## src/rtl/mmio_store_unit.sv

```systemverilog
// rtl/mmio_store_unit.sv - store decode, byte-lane enables, UART TX holding register and perf counters
// Memory-stage store side: DMEM/IMEM write enables, MMIO writes, cycle/instret counters.
module mmio_store_unit #(
   parameter int          WIDTH   = 32,
   parameter logic [31:0] IO_BASE = 32'h8000_0000
) (
   input  logic             clk,
   input  logic             rst_n,
   input  logic             store_valid,
   input  logic [2:0]       funct3,
   input  logic [WIDTH-1:0] addr,
   input  logic [WIDTH-1:0] wdata,
   input  logic             pc_bios,
   input  logic             instr_retire,
   input  logic             uart_tx_ready,
   output logic [3:0]       dmem_we,
   output logic [3:0]       imem_we,
   output logic [WIDTH-1:0] mem_wdata,
   output logic             uart_tx_valid,
   output logic [7:0]       uart_tx_data,
   output logic [WIDTH-1:0] cyc_ctr,
   output logic [WIDTH-1:0] instr_ctr,
   output logic             tx_drop
);

   localparam logic [2:0] F3_SB = 3'b000;
   localparam logic [2:0] F3_SH = 3'b001;
   localparam logic [2:0] F3_SW = 3'b010;

   localparam logic [7:0] OFF_UART_TX = 8'h08;
   localparam logic [7:0] OFF_CTR_RST = 8'h18;

   logic [3:0]       lane_base;
   logic [3:0]       lanes;
   logic             aligned;
   logic             store_ok;
   logic [3:0]       region;
   logic             to_dmem;
   logic             to_imem;
   logic             to_mmio;
   logic             tx_store;
   logic             ctr_rst;
   logic             fire;

   logic             tx_valid_q, tx_valid_d;
   logic [7:0]       tx_data_q, tx_data_d;
   logic             tx_drop_q, tx_drop_d;
   logic [WIDTH-1:0] cyc_ctr_q, cyc_ctr_d;
   logic [WIDTH-1:0] instr_ctr_q, instr_ctr_d;

   logic             unused_addr_bits;
   assign unused_addr_bits = ^addr[27:8];

   always_comb begin
      lane_base = 4'b0000;
      aligned   = 1'b0;
      mem_wdata = wdata;
      case (funct3)
         F3_SB: begin
            lane_base = 4'b0001;
            aligned   = 1'b1;
            mem_wdata = {4{wdata[7:0]}};
         end
         F3_SH: begin
            lane_base = 4'b0011;
            aligned   = ~addr[0];
            mem_wdata = {2{wdata[15:0]}};
         end
         F3_SW: begin
            lane_base = 4'b1111;
            aligned   = (addr[1:0] == 2'b00);
         end
         default: begin
            lane_base = 4'b0000;
            aligned   = 1'b0;
         end
      endcase
   end

   // Reset gates the enables combinationally so no write can slip out while rst_n is low.
   always_comb begin
      lanes    = lane_base << addr[1:0];
      store_ok = store_valid & rst_n & aligned;
      region   = addr[31:28];
      to_dmem  = (region == 4'b0001) || (region == 4'b0011);
      to_imem  = ((region == 4'b0010) || (region == 4'b0011)) && pc_bios;
      to_mmio  = (region == IO_BASE[31:28]);
      dmem_we  = (store_ok && to_dmem) ? lanes : 4'b0000;
      imem_we  = (store_ok && to_imem) ? lanes : 4'b0000;
      tx_store = store_ok && to_mmio && (addr[7:0] == OFF_UART_TX);
      ctr_rst  = store_ok && to_mmio && (addr[7:0] == OFF_CTR_RST);
      fire     = tx_valid_q & uart_tx_ready;
   end

   always_comb begin
      tx_valid_d = tx_valid_q;
      tx_data_d  = tx_data_q;
      tx_drop_d  = tx_drop_q;
      if (tx_store && (!tx_valid_q || fire)) begin
         tx_valid_d = 1'b1;
         tx_data_d  = wdata[7:0];
      end else if (fire) begin
         tx_valid_d = 1'b0;
      end
      if (tx_store && tx_valid_q && !fire) begin
         tx_drop_d = 1'b1;
      end
   end

   // Counter reset overrides the increment of the same cycle.
   always_comb begin
      cyc_ctr_d   = cyc_ctr_q + 1'b1;
      instr_ctr_d = instr_ctr_q + {{(WIDTH-1){1'b0}}, instr_retire};
      if (ctr_rst) begin
         cyc_ctr_d   = '0;
         instr_ctr_d = '0;
      end
   end

   always_ff @(posedge clk or negedge rst_n) begin
      if (!rst_n) begin
         tx_valid_q  <= 1'b0;
         tx_data_q   <= 8'h00;
         tx_drop_q   <= 1'b0;
         cyc_ctr_q   <= '0;
         instr_ctr_q <= '0;
      end else begin
         tx_valid_q  <= tx_valid_d;
         tx_data_q   <= tx_data_d;
         tx_drop_q   <= tx_drop_d;
         cyc_ctr_q   <= cyc_ctr_d;
         instr_ctr_q <= instr_ctr_d;
      end
   end

   assign uart_tx_valid = tx_valid_q;
   assign uart_tx_data  = tx_data_q;
   assign tx_drop       = tx_drop_q;
   assign cyc_ctr       = cyc_ctr_q;
   assign instr_ctr     = instr_ctr_q;

endmodule

```

## config.mk

```make
export PLATFORM = sky130hd
export DESIGN_NAME = mmio_store_unit
export DESIGN_NICKNAME = d
export VERILOG_FILES = /design/src/rtl/mmio_store_unit.sv
export SDC_FILE = /design/constraint.sdc
export NUM_CORES = 1
export LEC_CHECK = 0
export BUFFER_PORTS_ARGS = -buffer_cell sky130_fd_sc_hd__buf_4
export CORE_UTILIZATION = 30
export CTS_CLUSTER_DIAMETER = 80
export DETAILED_ROUTE_END_ITERATION = 8
export HOLD_SLACK_MARGIN = 0.15
export SLEW_MARGIN = 0
export SYNTH_ARGS = -nofsm -noshare
export SYNTH_HDL_FRONTEND = slang
export SYNTH_SLANG_ARGS = --single-unit
```

## constraint.sdc

```tcl
create_clock -name clk -period 2.1 [get_ports clk]
set_input_delay 0.315 -clock clk [delete_from_list [all_inputs] [get_ports clk]]
set_output_delay 0.315 -clock clk [all_outputs]
set_load 0.02 [all_outputs]
```

After elaboration in Yosys (flattened, before gate mapping)
Cells that the tools add are included.
{"block": "op_classes", "addsub": 2, "n_eq_ne": 8, "shift": 1, "muxes": 9, "bitwise_logic": 4, "reduce_logical": 17}
{"op": "$mux 32", "n": 2}
{"op": "$pmux 32 s2", "n": 1}
{"op": "$add 32x1->32", "n": 1}
{"op": "$add 32x1->32 const B", "n": 1}
{"op": "$pmux 4 s3", "n": 1}
{"op": "$logic_and 1x1->1", "n": 9}
{"op": "$eq 4x2->1 const B", "n": 2}
{"op": "$eq 8x4->1 const B", "n": 1}
{"op": "$eq 8x5->1 const B", "n": 1}
{"op": "$mux 4", "n": 2}
{"op": "$eq 4x1->1 const B", "n": 1}
{"op": "$eq 4x4->1 const B", "n": 1}
{"op": "$shl 4x2->4", "n": 1}
{"op": "$and 1x1->1", "n": 3}
{"op": "$eq 3x1->1 const B", "n": 1}
{"op": "$eq 3x2->1 const B", "n": 1}
{"op": "$logic_not 3->1", "n": 1}
{"op": "$logic_or 1x1->1", "n": 3}
{"op": "$pmux 1 s3", "n": 1}
{"op": "$logic_not 1->1", "n": 2}
{"op": "$logic_not 2->1", "n": 1}
{"op": "$mux 1", "n": 2}
{"op": "$reduce_bool 2->1", "n": 1}
{"op": "$not 1->1", "n": 1}
{"block": "totals", "regBits": 74, "input_bits": 73, "elab_cells": 46}

Logic depth before layout (Yosys ltp)
{"block": "depth", "ltp_word": 7, "ltp_mapped": 7, "ltp_nobuf": 6}

Worst setup path after synthesis
OpenSTA, ideal clock, no wires.
{"block": "synth_path", "path_type": "input-to-output", "startpoint": "input port funct3[1]", "endpoint": "output port dmem_we[1]", "arrival_time_ps": 2228, "t_required_ps": 1785, "path_slack_ps": -443, "stages": 5, "path_buffers": 1, "path_cell_list": "clkbuf_1 -> a21oi_1 -> nand2_1 -> or4b_2 -> nor4_1"}
{"block": "synth_via", "elab_chain_len": 5, "elab_cells_between_ends": 9, "cone_classes": "2 x eq/ne; 1 x shift; 3 x mux; 1 x bitwise; 2 x reduce/logical"}
{"item": "start, declared", "line": "10", "text": "input logic [2:0] funct3,"}
{"item": "$eq 3x2->1 (tied with other cells)", "line": "58", "text": "case (funct3)"}
{"item": "$pmux 1 s3", "line": "58"}
{"item": "$and 1x1->1", "line": "83", "text": "store_ok = store_valid & rst_n & aligned;"}
{"item": "$logic_and 1x1->1", "line": "88", "text": "dmem_we = (store_ok && to_dmem) ? lanes : 4'b0000;"}
{"item": "$mux 4 *", "line": "88"}
{"item": "end, declared", "line": "16", "text": "output logic [3:0] dmem_we,"}
Mark *: on every way between the ends. The rest lies on a longest branch, timed or not.

Final worst setup path
{"block": "layout_path", "startpoint": "input port addr[29]", "endpoint": "register tx_data_q[4] (netlist: uart_tx_data[4])"}
{"block": "layout_via", "elab_chain_len": 4}
{"item": "start, declared", "line": "11", "text": "input logic [WIDTH-1:0] addr,"}
{"item": "$eq 4x4->1", "line": "87", "text": "to_mmio = (region == IO_BASE[31:28]);"}
{"item": "$logic_and 1x1->1 (2 in a row)", "line": "90", "text": "tx_store = store_ok && to_mmio && (addr[7:0] == OFF_UART_TX);"}
{"item": "$logic_and 1x1->1", "line": "99", "text": "if (tx_store && (!tx_valid_q || fire)) begin"}
{"item": "end signal, assigned", "line": "129", "text": "tx_data_q <= tx_data_d;"}
{"item": "end, declared", "line": "46", "text": "logic [7:0] tx_data_q, tx_data_d;"}
No other way between the ends.
A chain may end at the register's enable or synchronous reset.

==> metrics.md <==
| Metric | Value |
|---|---|
| CP max stage delay | approximately 0.53 ns |
| WHS Endpoint | uart_tx_data[5]$_DFFE_PN0P_ |
| I/O Buffers | roughly 170 |
| Post-Route WL | between 10000 and 15000 µm |
| Worst-case register-to-register setup slack | 0.13 ns |
| Leading cell types by total area after synthesis | sky130_fd_sc_hd__dfrtp_1 (43%), sky130_fd_sc_hd__a21oi_1 (4.9%), sky130_fd_sc_hd__mux2_2 (4.2%) |
| Portion of synthesized cell area occupied by the leading cell type | 0.431 |
| Overflow left after global routing | 0 |
| Min Tclk post-route | 2.05 ns |
| Die width | 122 µm |
| Nets | 719 |
| Maximum net fanout on the critical path | 8 |
| TritonCTS buffer count | 9 |
| Root buffer cell | sky130_fd_sc_hd__clkbuf_16 |
| Average detailed-routed wire length per instance | roughly 16 µm |
| Area growth, synth to finish | 48.3% |
| Power Dens Cells | 664 nW/µm² |
| Core region area | 13900 µm² |
| H-tree lvl count | 3 |
| Required time of the critical path | 2.31 ns |
| Final sum of negative setup slack | 0 ns |
| Iteration-0 DRC Markers | around 260 |
| Synthesis-stage register bit count | 74 |
| Site row count | 43 |
| CTS clock-pin slew for the worst setup and hold paths | 0.05 ns |
| Yosys warning total | 0 |
| Worst clock skew on the final layout | 0.00908 ns |
| Beginning of the worst register-to-register path | instr_ctr[0]$_DFF_PN0_ |
| CP arrival | around 2.3 ns |
| Number of ports placed on the die boundary | 187 |
| Number of flops mapped to enable cells by yosys | 0 |
| Number of global-route vias before repair | 4316 |
| Die Outline Area | 14800 µm² |
| FFs w/ async S/R, synth | 1.00 |
| Post-route ant nets | 0 |
| Status | finished, final reports clean |
| Final cell area excluding filler cells | between 6000 and 7000 µm² |
| Worst reg2reg path depth | 6 |
| Pin count of the biggest net entering global routing | 70 |
| Pre-Repair DR Iteration Count | 4 |
| Cell class contributing the biggest share of worst-path delay | simple AND/OR/NAND/NOR gates |
| Count of final setup violators | 0 |
| Total leakage power | ~0.0029 µW |
| Placed instance area | 6010 µm² |
| Vertical extent of the die | 122 µm |
| Total vias in the final route | roughly 4300 |
| Starting Density | 0.308 |
| Number of remaining DRC errors | 0 |
| Longest Clk Path Bufs | 2 |
| Slowest CP cell | sky130_fd_sc_hd__or4_4 |
| Startpoint of the most critical hold path | wdata[5] |
| Clock latency on the worst-skew pair | ~0.33 ns |
| Synthesized netlist net count | approximately 530 |
| Final number of hold-violating endpoints | 0 |
| Ratio of final minimum period to clock period | 0.977 |
| Fmax achieved | 488 MHz |
| Number of instances in the synthesized netlist | 455 |
| Diodes inserted | 0 |
| HP Class | in -> reg |
| Total standard cell area after synthesis | between 4000 and 5000 µm² |
| Worst Max-Slew Pin Slew | 0.912 ns |
| Max-capacitance violation count | 0 |
| Critical-path cell list | buf_4 -> or4_4 -> a2111o_1 -> or4b_1 -> buf_6 -> mux2_4 |
| Average cell area after synthesis | 9.45 µm² |
| Biggest area consumer among synthesized cells | sky130_fd_sc_hd__dfrtp_1 |
| First-pass GRT wire length | approximately 22000 µm |
| Proportion of synthesized chip area in sequential cells | 0.431 |
| Leading register cell type out of synthesis | sky130_fd_sc_hd__dfrtp_1 |
| Capture point of the worst reg-to-reg path | instr_ctr[27]$_DFF_PN0_ |
| Max VDD drop | 337 µV |
| Share of post-route cells with drive strength above 1 | 0.412 |
| Clock tree from TritonCTS | yes |
| Routability Congestion | between 0.8 and 0.9 |
| Number of distinct library cells after synthesis | 43 |
| Vias per cell | 5.23 |
| Cells on Worst Hold Path | 2 |
| Overall routing resource usage | 0.188 |
| Initial antenna violation count | 1 |
| Max-slew violations | 0 |
| Max-slew headroom | 0.392 |
| Critical path class | in -> reg |
| Final HPWL from detailed placement | roughly 9900 µm |
| Num Clock Sinks | between 70 and 80 |
| Kind of start point of the critical path | primary input |
| Bufs and invs on worst path | 2 |
| Critical path capture point type | register |
[stage by stage]
stage,instances,util,setup slack [ns],hold slack (ns),power [µW]
CTS,827,0.455,0.00536,0.247,4290
floorplan,455,-,-0.193,0.0194,2080
detailed placement,810,0.431,-0.308,0.264,2610
finish,828,0.457,0.0490,0.260,4230
global route,828,0.457,-0.00806,0.254,4450
global placement,810,0.431,-0.280,0.264,2600
[cells in the mapped netlist (3+ instances only)]
cell type / n
sky130_fd_sc_hd__or3_1: 10
sky130_fd_sc_hd__xnor2_1: 9
sky130_fd_sc_hd__nand4_1: 26
sky130_fd_sc_hd__o21ai_0: 13
sky130_fd_sc_hd__o21bai_1: 4
sky130_fd_sc_hd__o31ai_1: 21
sky130_fd_sc_hd__mux2_2: 16
sky130_fd_sc_hd__and4_1: 8
sky130_fd_sc_hd__xor2_1: 17
sky130_fd_sc_hd__a21oi_1: 42
sky130_fd_sc_hd__or4_1: 24
sky130_fd_sc_hd__nor3_1: 9
sky130_fd_sc_hd__nor2b_1: 3
sky130_fd_sc_hd__and2_1: 5
sky130_fd_sc_hd__clkbuf_1: 22
sky130_fd_sc_hd__mux2_4: 8
sky130_fd_sc_hd__inv_1: 7
sky130_fd_sc_hd__dfrtp_1: 74
sky130_fd_sc_hd__nand3_1: 19
sky130_fd_sc_hd__nor4_1: 4
sky130_fd_sc_hd__nor2_1: 45
sky130_fd_sc_hd__buf_4: 8
sky130_fd_sc_hd__and3_1: 7
sky130_fd_sc_hd__nand2_1: 23
sky130_fd_sc_hd__mux2i_1: 11
sky130_fd_sc_hd__ha_1: 3
[power by group]
group,total [µW],switching (µW),internal (µW)
clock,1650,585,1070
combinational,961,504,456
sequential,1620,95.9,1520
[state kept, by name, indices dropped and copies added (netlist names)]
name,count
tx_drop,1
instr_ctr,32
uart_tx_valid,1
cyc_ctr,32
uart_tx_data,8
[what timing repair did]
item                       in CTS  in global routing
setup endpoints to repair       8                 18
buffers inserted                0                  1
pin swaps                       0                  2
hold buffers                    1                  0
resized for setup               2                  6
hold endpoints to repair        5                  0
[logic make-up (layout without fill, tap and decap cells)]
logic type | count (synthesis) | in the layout | share of synthesized area
simple gates | 191 | 191 | 0.248
compound gates | 86 | 86 | 0.120
flops | 74 | 74 | 0.431
buf+inv | 40 | 233 | 0.0440
mux | 35 | 35 | 0.0955
xor+xnor | 26 | 26 | 0.0530
fa+ha+maj | 3 | 3 | 0.00873
[layout make-up]
| cell class | count | area [µm²] |
|---|---|---|
| Timing Repair Buffer | 210 | 1610 |
| Tap cell | 180 | 225 |
| Sequential cell | 74 | 1850 |
| Fill cell | 1326 | 7560 |
| Clock buffer | 11 | 243 |
| Inverter | 7 | 26.3 |
| Multi-Input combinational cell | 341 | 2340 |
| Clock inverter | 5 | 77.6 |
[per-layer routing]
layer	vias up	part of all wire	global-route usage
met5	-	0	0
met4	0	0.013	0.0509
met3	15	0.077	0.0492
met2	166	0.51	0.338
met1	2077	0.40	0.218
li1	2071	-	-
[placed cells by master (no fill, tap or decap), types with 3 or more instances in the layout]
master and count:
sky130_fd_sc_hd__mux2i_1 11, sky130_fd_sc_hd__o21ai_0 13, sky130_fd_sc_hd__nand4_1 26, sky130_fd_sc_hd__o31ai_1 21, sky130_fd_sc_hd__or4_4 3, sky130_fd_sc_hd__a21oi_1 41
sky130_fd_sc_hd__and4_1 7, sky130_fd_sc_hd__buf_4 206, sky130_fd_sc_hd__clkbuf_16 9, sky130_fd_sc_hd__nand2_1 22, sky130_fd_sc_hd__nor2b_1 3, sky130_fd_sc_hd__dfrtp_1 73
sky130_fd_sc_hd__mux2_4 8, sky130_fd_sc_hd__and3_1 7, sky130_fd_sc_hd__nand3_1 19, sky130_fd_sc_hd__xor2_1 17, sky130_fd_sc_hd__nor3_1 8, sky130_fd_sc_hd__nor2_4 3
sky130_fd_sc_hd__inv_1 7, sky130_fd_sc_hd__or4_1 22, sky130_fd_sc_hd__xnor2_1 9, sky130_fd_sc_hd__mux2_2 16, sky130_fd_sc_hd__and2_1 5, sky130_fd_sc_hd__nor2_1 41
sky130_fd_sc_hd__o21bai_1 4, sky130_fd_sc_hd__or3_1 10
[worst max path at each step]
stage / startpoint / endpoint / slack [ns] / cells past startpoint
after floorplan: addr[29] / uart_tx_data[0]$_DFFE_PN0P_ / -0.19 / 5
after global placement: addr[29] / uart_tx_data[1]$_DFFE_PN0P_ / -0.28 / 6
after detailed placement: addr[29] / uart_tx_data[4]$_DFFE_PN0P_ / -0.31 / 6
after CTS: instr_ctr[0]$_DFF_PN0_ / instr_ctr[22]$_DFF_PN0_ / 0.005 / 7
after global routing: funct3[0] / imem_we[3] / -0.008 / 7
final: addr[29] / uart_tx_data[4]$_DFFE_PN0P_ / 0.05 / 6
No activity file was read; power rests on OpenSTA's default activity.
